<file path="config.mk">
export PLATFORM = sky130hd
export DESIGN_NAME = instr_encoder_loader
export DESIGN_NICKNAME = d
export VERILOG_FILES = /design/src/rtl/rv32i_pkg.sv /design/src/rtl/instr_encode.sv /design/src/rtl/instr_encoder_loader.sv
export SDC_FILE = /design/constraint.sdc
export NUM_CORES = 1
export LEC_CHECK = 0
export ABC_AREA = 1
export BUFFER_PORTS_ARGS = -buffer_cell sky130_fd_sc_hd__buf_2
export CELL_PAD_IN_SITES_DETAIL_PLACEMENT = 1
export CELL_PAD_IN_SITES_GLOBAL_PLACEMENT = 1
export CORE_MARGIN = 4
export CORE_UTILIZATION = 34
export DETAILED_ROUTE_END_ITERATION = 10
export PLACE_DENSITY_LB_ADDON = 0.12
export SYNTH_ARGS = -nofsm -noshare
export SYNTH_HDL_FRONTEND = slang
export SYNTH_SLANG_ARGS = --single-unit
</file>
<file path="constraint.sdc">
create_clock -name clk -period 2.15 [get_ports clk]
set_input_delay 0.1075 -clock clk [delete_from_list [all_inputs] [get_ports clk]]
set_output_delay 0.1075 -clock clk [all_outputs]
set_load 0.1 [all_outputs]
</file>
<file path="src/rtl/rv32i_pkg.sv">
// Shared RV32I encoding constants: op classes, opcodes and immediate formats.
package rv32i_pkg;

    // Instruction class as presented on the loader's input stream
    typedef enum logic [3:0] {
        OP_LOAD   = 4'd0,
        OP_STORE  = 4'd1,
        OP_RTYPE  = 4'd2,
        OP_BRANCH = 4'd3,
        OP_ITYPE  = 4'd4,
        OP_JAL    = 4'd5,
        OP_JALR   = 4'd6,
        OP_LUI    = 4'd7,
        OP_AUIPC  = 4'd8
    } op_class_t;

    // 7-bit major opcodes, identical to the main decoder's table
    localparam logic [6:0] OPC_LOAD   = 7'b0000011;
    localparam logic [6:0] OPC_STORE  = 7'b0100011;
    localparam logic [6:0] OPC_OP     = 7'b0110011;
    localparam logic [6:0] OPC_BRANCH = 7'b1100011;
    localparam logic [6:0] OPC_OP_IMM = 7'b0010011;
    localparam logic [6:0] OPC_JAL    = 7'b1101111;
    localparam logic [6:0] OPC_JALR   = 7'b1100111;
    localparam logic [6:0] OPC_LUI    = 7'b0110111;
    localparam logic [6:0] OPC_AUIPC  = 7'b0010111;

    // Immediate layout; FMT_R marks classes that carry no immediate
    typedef enum logic [2:0] {
        FMT_I,
        FMT_S,
        FMT_B,
        FMT_J,
        FMT_U,
        FMT_R
    } imm_fmt_t;

    // Immediate format used by each op class
    function automatic imm_fmt_t fmt_of(logic [3:0] op);
        case (op)
            OP_LOAD, OP_ITYPE, OP_JALR: return FMT_I;
            OP_STORE:                   return FMT_S;
            OP_BRANCH:                  return FMT_B;
            OP_JAL:                     return FMT_J;
            OP_LUI, OP_AUIPC:           return FMT_U;
            default:                    return FMT_R;
        endcase
    endfunction

endpackage

</file>
<file path="src/rtl/instr_encode.sv">
// Combinational RV32I encoder: op class plus fields -> machine word and illegal flag.
module instr_encode
    import rv32i_pkg::*;
(
    input  logic [3:0]  op,
    input  logic [2:0]  funct3,
    input  logic        funct7b5,
    input  logic [4:0]  rd,
    input  logic [4:0]  rs1,
    input  logic [4:0]  rs2,
    input  logic [31:0] imm,
    output logic [31:0] word,
    output logic        illegal
);

    imm_fmt_t fmt;
    logic     is_shift;
    logic     fits_12;
    logic     fits_b;
    logic     fits_j;
    logic     imm_ok;

    assign fmt      = fmt_of(op);
    assign is_shift = (op == OP_ITYPE) && (funct3 == 3'b001 || funct3 == 3'b101);
    // Sign-extension checks: all bits above the field's sign bit must agree
    assign fits_12  = (imm[31:11] == '0) || (imm[31:11] == '1);
    assign fits_b   = ((imm[31:12] == '0) || (imm[31:12] == '1)) && !imm[0];
    assign fits_j   = ((imm[31:20] == '0) || (imm[31:20] == '1)) && !imm[0];

    // Immediate legality for the selected format
    always_comb begin
        imm_ok = 1'b1;
        case (fmt)
            FMT_I:   imm_ok = is_shift ? (imm[31:5] == '0) : fits_12;
            FMT_S:   imm_ok = fits_12;
            FMT_B:   imm_ok = fits_b;
            FMT_J:   imm_ok = fits_j;
            FMT_U:   imm_ok = (imm[11:0] == '0);
            default: imm_ok = 1'b1;
        endcase
    end

    // Field assembly per class; unused fields stay zero
    always_comb begin
        word    = '0;
        illegal = !imm_ok;
        case (op)
            OP_LOAD:   word = {imm[11:0], rs1, funct3, rd, OPC_LOAD};
            OP_ITYPE: begin
                if (is_shift)
                    word = {1'b0, funct7b5, 5'b00000, imm[4:0], rs1, funct3, rd, OPC_OP_IMM};
                else
                    word = {imm[11:0], rs1, funct3, rd, OPC_OP_IMM};
            end
            OP_JALR:   word = {imm[11:0], rs1, 3'b000, rd, OPC_JALR};
            OP_STORE:  word = {imm[11:5], rs2, rs1, funct3, imm[4:0], OPC_STORE};
            OP_RTYPE: begin
                word    = {1'b0, funct7b5, 5'b00000, rs2, rs1, funct3, rd, OPC_OP};
                illegal = funct7b5 && !(funct3 == 3'b000 || funct3 == 3'b101);
            end
            OP_BRANCH: word = {imm[12], imm[10:5], rs2, rs1, funct3, imm[4:1], imm[11], OPC_BRANCH};
            OP_JAL:    word = {imm[20], imm[10:1], imm[11], imm[19:12], rd, OPC_JAL};
            OP_LUI:    word = {imm[31:12], rd, OPC_LUI};
            OP_AUIPC:  word = {imm[31:12], rd, OPC_AUIPC};
            default:   illegal = 1'b1;
        endcase
    end

endmodule

</file>
<file path="src/rtl/instr_encoder_loader.sv">
// Streams encoded RV32I words into consecutive instruction-memory locations.
module instr_encoder_loader
    import rv32i_pkg::*;
#(
    parameter int ADDR_W    = 10,
    parameter int BASE_ADDR = 0
) (
    input  logic              clk,
    input  logic              reset,
    input  logic              start,
    input  logic              finish,
    input  logic              in_valid,
    output logic              in_ready,
    input  logic [3:0]        in_op,
    input  logic [2:0]        in_funct3,
    input  logic              in_funct7b5,
    input  logic [4:0]        in_rd,
    input  logic [4:0]        in_rs1,
    input  logic [4:0]        in_rs2,
    input  logic [31:0]       in_imm,
    output logic              imem_we,
    output logic [ADDR_W-1:0] imem_addr,
    output logic [31:0]       imem_wdata,
    output logic              busy,
    output logic              full,
    output logic              error,
    output logic              done,
    output logic [ADDR_W:0]   count
);

    localparam logic [ADDR_W-1:0] BASE      = ADDR_W'(BASE_ADDR);
    localparam logic [ADDR_W-1:0] LAST_ADDR = '1;

    typedef enum logic [1:0] {
        S_IDLE,
        S_ACTIVE,
        S_FULL,
        S_ERROR
    } state_t;

    state_t            state;
    state_t            state_next;
    logic              done_next;
    logic              accept;
    logic [31:0]       enc_word;
    logic              enc_illegal;
    logic [ADDR_W-1:0] target;

    instr_encode u_encode (
        .op       (in_op),
        .funct3   (in_funct3),
        .funct7b5 (in_funct7b5),
        .rd       (in_rd),
        .rs1      (in_rs1),
        .rs2      (in_rs2),
        .imm      (in_imm),
        .word     (enc_word),
        .illegal  (enc_illegal)
    );

    assign in_ready = (state == S_ACTIVE) && !start && !finish;
    assign accept   = in_valid && in_ready;
    assign busy     = (state == S_ACTIVE);
    assign full     = (state == S_FULL);
    assign error    = (state == S_ERROR);
    // imem_addr advances only after a write is presented, so a beat accepted
    // while a write is still outstanding lands one slot further on.
    assign target   = imem_we ? imem_addr + 1'b1 : imem_addr;

    // Next-state and done-pulse decode
    always_comb begin
        state_next = state;
        done_next  = 1'b0;
        case (state)
            S_IDLE: begin
                if (start) state_next = S_ACTIVE;
            end
            S_ACTIVE: begin
                if (start) begin
                    state_next = S_ACTIVE;
                end else if (finish) begin
                    state_next = S_IDLE;
                    done_next  = 1'b1;
                end else if (accept) begin
                    if (enc_illegal)
                        state_next = S_ERROR;
                    else if (target == LAST_ADDR)
                        state_next = S_FULL;
                end
            end
            S_FULL: begin
                if (start) begin
                    state_next = S_ACTIVE;
                end else if (finish) begin
                    state_next = S_IDLE;
                    done_next  = 1'b1;
                end
            end
            S_ERROR: begin
                if (start) state_next = S_ACTIVE;
            end
            default: state_next = S_IDLE;
        endcase
    end

    // State, write register, address and word counter
    always_ff @(posedge clk) begin
        if (reset) begin
            state      <= S_IDLE;
            done       <= 1'b0;
            imem_we    <= 1'b0;
            imem_wdata <= '0;
            imem_addr  <= BASE;
            count      <= '0;
        end else begin
            state   <= state_next;
            done    <= done_next;
            imem_we <= accept && !enc_illegal;
            if (accept && !enc_illegal)
                imem_wdata <= enc_word;
            // start overrides the post-write increment of an in-flight write
            if (start) begin
                imem_addr <= BASE;
                count     <= '0;
            end else if (imem_we) begin
                if (imem_addr != LAST_ADDR)
                    imem_addr <= imem_addr + 1'b1;
                count <= count + 1'b1;
            end
        end
    end

endmodule

</file>
# Word-level counts from Yosys, hierarchy flattened
# Memory sizes are Yosys's and may differ from the RTL's.
# Cells that the tools add are included.
# op_classes
add_sub_neg	2
eq_ne	26
mux	16
bitwise_logic	1
reduce_logical	35
# op_table
operator	n
$pmux 32 s9	1
$mux 32	1
$logic_not 27->1	1
$logic_not 12->1	2
$eq 21x21->1 const B	1
$logic_not 21->1	1
$eq 20x20->1 const B	1
$logic_not 20->1	1
$eq 4x3->1 const B	4
$mux 2	8
$eq 12x12->1 const B	1
$add 11x1->11 const B	1
$add 10x1->10 const B	1
$eq 10x10->1 const B	1
$mux 10	1
$ne 10x10->1 const B	1
$eq 4x2->1 const B	2
$logic_and 1x1->1	8
$reduce_or 8->1	1
$eq 3x1->1 const B	2
$eq 3x2->1 const B	2
$eq 3x3->1 const B	2
$logic_not 1->1	6
$logic_not 3->1	2
other kinds (20)	28
# word_totals
reg_bits	57
mem_bits_ro	48
in_bits	60
output_inout_bits	59
wordCells	87
mem_count	1
# mem_list
memory	words	width	read_ports	rd_clocked_by_memory_dff	write_ports	line	rtl
(name not given)	16	3	1	0	0	rv32i_pkg.sv:40	case (op)

# Longest topological paths before layout
# logic_depth
word_depth	12
ltp_mapped	17
ltp_nobuf	17

# Cells and area by module
# Synthesis repeated with hierarchy kept, for this count alone.
# unflattened
hier_cells	582
area_unflattened_um2	3634.7
# by_module_without_submodules
module	instances	cells_per_inst	area_per_inst_um2	seq_area_each_um2
instr_encoder_loader	1	339	2508.7	1141.1
instr_encode	1	243	1126.1	0.0

# Worst setup path before layout
# OpenSTA, ideal clock, no wires.
# synth_timing
path_kind	reg-to-reg
start	reg state[1]
end	reg state[0]
setup_ns	0.114
t_arrival_ns	2.546
required_time_ns	2.036
setup_slack_ns	-0.510
stages_incl_launch_ff	10
n_path_buf	0
synth_period_minus_slack_ns	2.660
path_cell_list	dfxtp_1 -> inv_1 -> ha_1 -> nand2_1 -> inv_1 -> nand4_1 -> nand2_1 -> nand2_1 -> nand2_1 -> nor2_1
# synth_via
elab_chain_cells	6
word_cells_on_any_way	14
classes_between	eq/ne (7); mux (1); reduce/logical (6)
# synth_rtl
item	line	rtl
start, declared	instr_encoder_loader.sv:41	state_t state;
start signal, assigned	instr_encoder_loader.sv:116	state <= state_next;
$eq 2x1->1	n/a	
named net busy	instr_encoder_loader.sv:24	output logic busy,
$logic_and 1x1->1 (2 in a row)	instr_encoder_loader.sv:61	assign in_ready = (state == S_ACTIVE) && !start && !finish;
named net in_ready	instr_encoder_loader.sv:13	output logic in_ready,
$logic_and 1x1->1	instr_encoder_loader.sv:62	assign accept = in_valid && in_ready;
$ne 4x3->1 (no source line)	n/a	
$reduce_and 4->1 (no source line)	n/a	
# The timed path passes the listed nets, and every way through them passes these cells.
# A chain may end at the register's enable or synchronous reset.

# Worst setup path after layout
# layout_timing
start	in in_op[0]
end	reg imem_wdata[11]
# layout_via
elab_chain_cells	8
word_cells_on_any_way	24
classes_between	eq/ne (12); mux (4); reduce/logical (7); memory (1)
# layout_rtl
item	line	rtl
start, declared	instr_encoder_loader.sv:14	input logic [3:0] in_op,
branches (longest 8 deep; another with $mem_v2 16x3)	n/a	
end signal, assigned	instr_encoder_loader.sv:120	imem_wdata <= enc_word;
end, declared	instr_encoder_loader.sv:23	output logic [31:0] imem_wdata,
# Several ways; the timed one is not identified.

==> flow_summary.yaml <==
power:
  p_per_area_mw_per_mm2: 555
  p_clk_share_pct: 24.8
  switching_share_pct: 38.2
  power_uw: 2390
  pwr-share-comb_pct: 30.2
  p_leak_uw: 0.00203
  p_int_uw: 1480
  power.switching_uw: 913
  vdd_drop_max_mv: 0.339
  seqPwrFrac_pct: 45.0
yosys:
  synth_async_sr_flop_share_pct: 0
  yosys-top-cells-count: "nand2_1, nor2_1, inv_1, nand3_1, dfxtp_1"
  synth_cells: 562
  synth_fp_nets: 631
  synth_top_area_share_pct: 32.6
  synthMostInstantiatedCell: "nand2_1"
  ys.flop_type: "dfxtp_1"
  synth_top_area_cell: "dfxtp_1"
  ys_types: 30
  synthMuxAreaShare_pct: 0
  synth-edff-count: 0
  synth_simple_gate_area_share_pct: 37.5
  netlist_area_mm2: 0.00344
  yosysSeqAreaShare_pct: 32.6
  yosysWarnings: 0
  synthAdderAreaFrac_pct: 3.28
  synth-compound-area-share_pct: 15.7
  synth_top_family_by_area: "simple AND/OR/NAND/NOR gates"
  synth-seq-cells: 56
  synth_area_leaders: "dfxtp_1, nand2_1, nand3_1"
  syn_area_per_cell_um2: 6.12
  synthXorXnorAreaFrac_pct: 1.02
route:
  ant_nets: 0
  dr.first_iter.drc_count: 154
  drc: 0
  drt_first_pass_iters: 4
  via_count: 4074
  via_per_inst: 4.99
  wirelength_um: 12700
  wire_per_inst_um: 15.6
cts:
  cts_hold_buf: 0
  cts_buffer_depth: 2
  cts.sink_count: 56
  clkLatencyLatePin_ns: 0.31
  h-tree-depth: 2
  path_clk_slew_ns: 0.11
  postCtsResizedCells: 0
  post-cts-setup-buffers: 0
  cts_root_buffer: "clkbuf_8"
  cts_made_buffers: 5
  cts_tree: "built"
placed_design:
  dpl_cell_area_mm2: 0.00422
  placedCellCount: 808
  place_hpwl_um: 10600
  place_congestion: 0.940
  io_buffers: 118
sta:
  hold_viol_final: 0
  slew_headroom_pct: 63.1
  worst_hold_slack_ns: 0.130
  setup_viol: 0
  worstMarginPinSlew_ns: 0.554
  period_needed_ns: 1.93
  finalMaxSlewViolations: 0
  rsz0062_at_grt: "no"
  skew_ns: 0.0122
  min_period_over_period_pct: 89.5
  max_freq_mhz: 519
min_path:
  hp-start: "finish"
  hold_depth: 3
  hp-class: "primary input to flip-flop"
  whs_endpoint: "done"
critical_path:
  critPathSlowestCell: "ha_1"
  crit_type: "primary input to flip-flop"
  r2r-start: "imem_addr[1]"
  critPathMaxFanout: 17
  endpoint_kind: "flip-flop"
  cpMostUsedCell: "nand2_1"
  reg2reg_to: "state[0]"
  cpPeakStageDelay_ns: 0.28
  rr_worst_depth: 13
  worstPathCellList: "buf_2 > inv_1 > ha_1 > nand2_2 > nor2_1 > nand2_1 > nor2_1 > nand3_1 > nand2_1 > nand2_1 > nand2_1 > nand2_2 > nor2_4 > buf_4 > nand3_1 > a21oi_1"
  cp.arrival_ns: 2.17
  crit_required_ns: 2.40
  cp-start-kind: "primary input"
  reg2reg_slack_ns: 0.31
layout:
  final_nets: 751
  utilization_pct: 43.9
  fill_cells: 1423
  fin_cells: 816
  layout-drive-gt1-share_pct: 23.4
  stdcell_area_mm2: 0.00431
  antenna_cells_inserted: 0
  syn_to_final_growth_pct: 25.3
flow_run:
  max_cap_viol_count: 0
floorplan:
  initial_core_util_pct: 35.0
  core_area_mm2: 0.00982
  die_h_um: 109
  die_w_um: 109
  num_rows: 36
  ios: 119
  dieArea_mm2: 0.0118
global_route:
  track_usage_pct: 22.1
  grt_pass1_vias: 4305
  grt_max_degree: 33
  grt_pass1_wl_um: 20800
  overflow: 0
  antenna_found_initial: 0
run_status:
  outcome: "finished, final reports clean"
## placed cells by master, fill, tap and decap left out, drive strengths merged, types with 5 or more instances in the layout
cell	n
ha	9
dfxtp	56
a21oi	54
nand3	64
nor2	84
clkbuf	5
nor3	5
nand2	148
inv	66
o21ai	35
buf	131
## power groups by stage
stage	Clock [uW]	Sequential (uW)	Combinational [uW]
2_1_floorplan	0	1150	452
3_3_place_gp	0	1100	690
3_5_place_dp	0	1100	713
4_1_cts	624	1080	717
5_1_grt	665	1080	784
6_report	592	1080	722
## state kept, by name, summed over array words and instances, names as in the netlist
name / count
imem_wdata: 31
state: 2
done: 1
count: 11
imem_addr: 10
imem_we: 1
## kinds of logic (layout without fill, tap and decap cells)
group,after synthesis,after routing
and+or+nand+nor,308,308
DFF,56,56
xor gates and xnor gates,4,4
buffers and inverters,84,205
adders and majority gates,9,9
AOI/OAI and AO/OA,101,101
## worst max-delay path by stage
stage	endpoint	slack [ns]	cells past startpoint	start
4_1_cts	imem_wdata[11]	0.27	16	in_op[0]
5_1_grt	imem_wdata[2]	0.03	16	in_op[0]
6_report	imem_wdata[11]	0.22	16	in_op[0]
3_3_place_gp	imem_wdata[15]	0.1	17	in_op[0]
3_5_place_dp	imem_wdata[11]	-0.06	17	in_op[0]
2_1_floorplan	state[0]	-0.006	12	imem_addr[5]
## per-layer routing
| layer | vias up | track usage [%] | share of wire [%] |
|---|---|---|---|
| li1 | 2046 | - | - |
| met1 | 1917 | 30.4 | 49 |
| met2 | 101 | 36.7 | 45 |
| met3 | 10 | 3.10 | 4.4 |
| met4 | 0 | 4.96 | 1.3 |
| met5 | - | 0 | 0 |
## metrics by stage
stage	worst slack, ns	TNS [ns]
2_1_floorplan	-0.00646	-0.00646
3_3_place_gp	0.0966	0
3_5_place_dp	-0.0594	-0.194
4_1_cts	0.273	0
5_1_grt	0.0282	0
6_report	0.225	0
## area by class of cell
cell class	instances	area, um2	area share, %
Clock inverter	3	21.3	0.494
Inverter	66	251	5.84
Sequential cell	56	1130	26.3
Clock buffer	5	68.8	1.60
Multi-Input combinational cell	422	1980	46.0
Timing Repair Buffer	131	688	16.0
Tap cell	133	166	3.86
## worst max-delay path: cells and delay by family
family,cells,cell delay (ns)
AO/OA/AOI/OAI,1,0.20
buffers and inverters,3,0.42
adder cells (fa/ha/maj),1,0.28
AND/OR/NAND/NOR,11,1.17
Note: power is estimated with default switching activity, not from simulation.
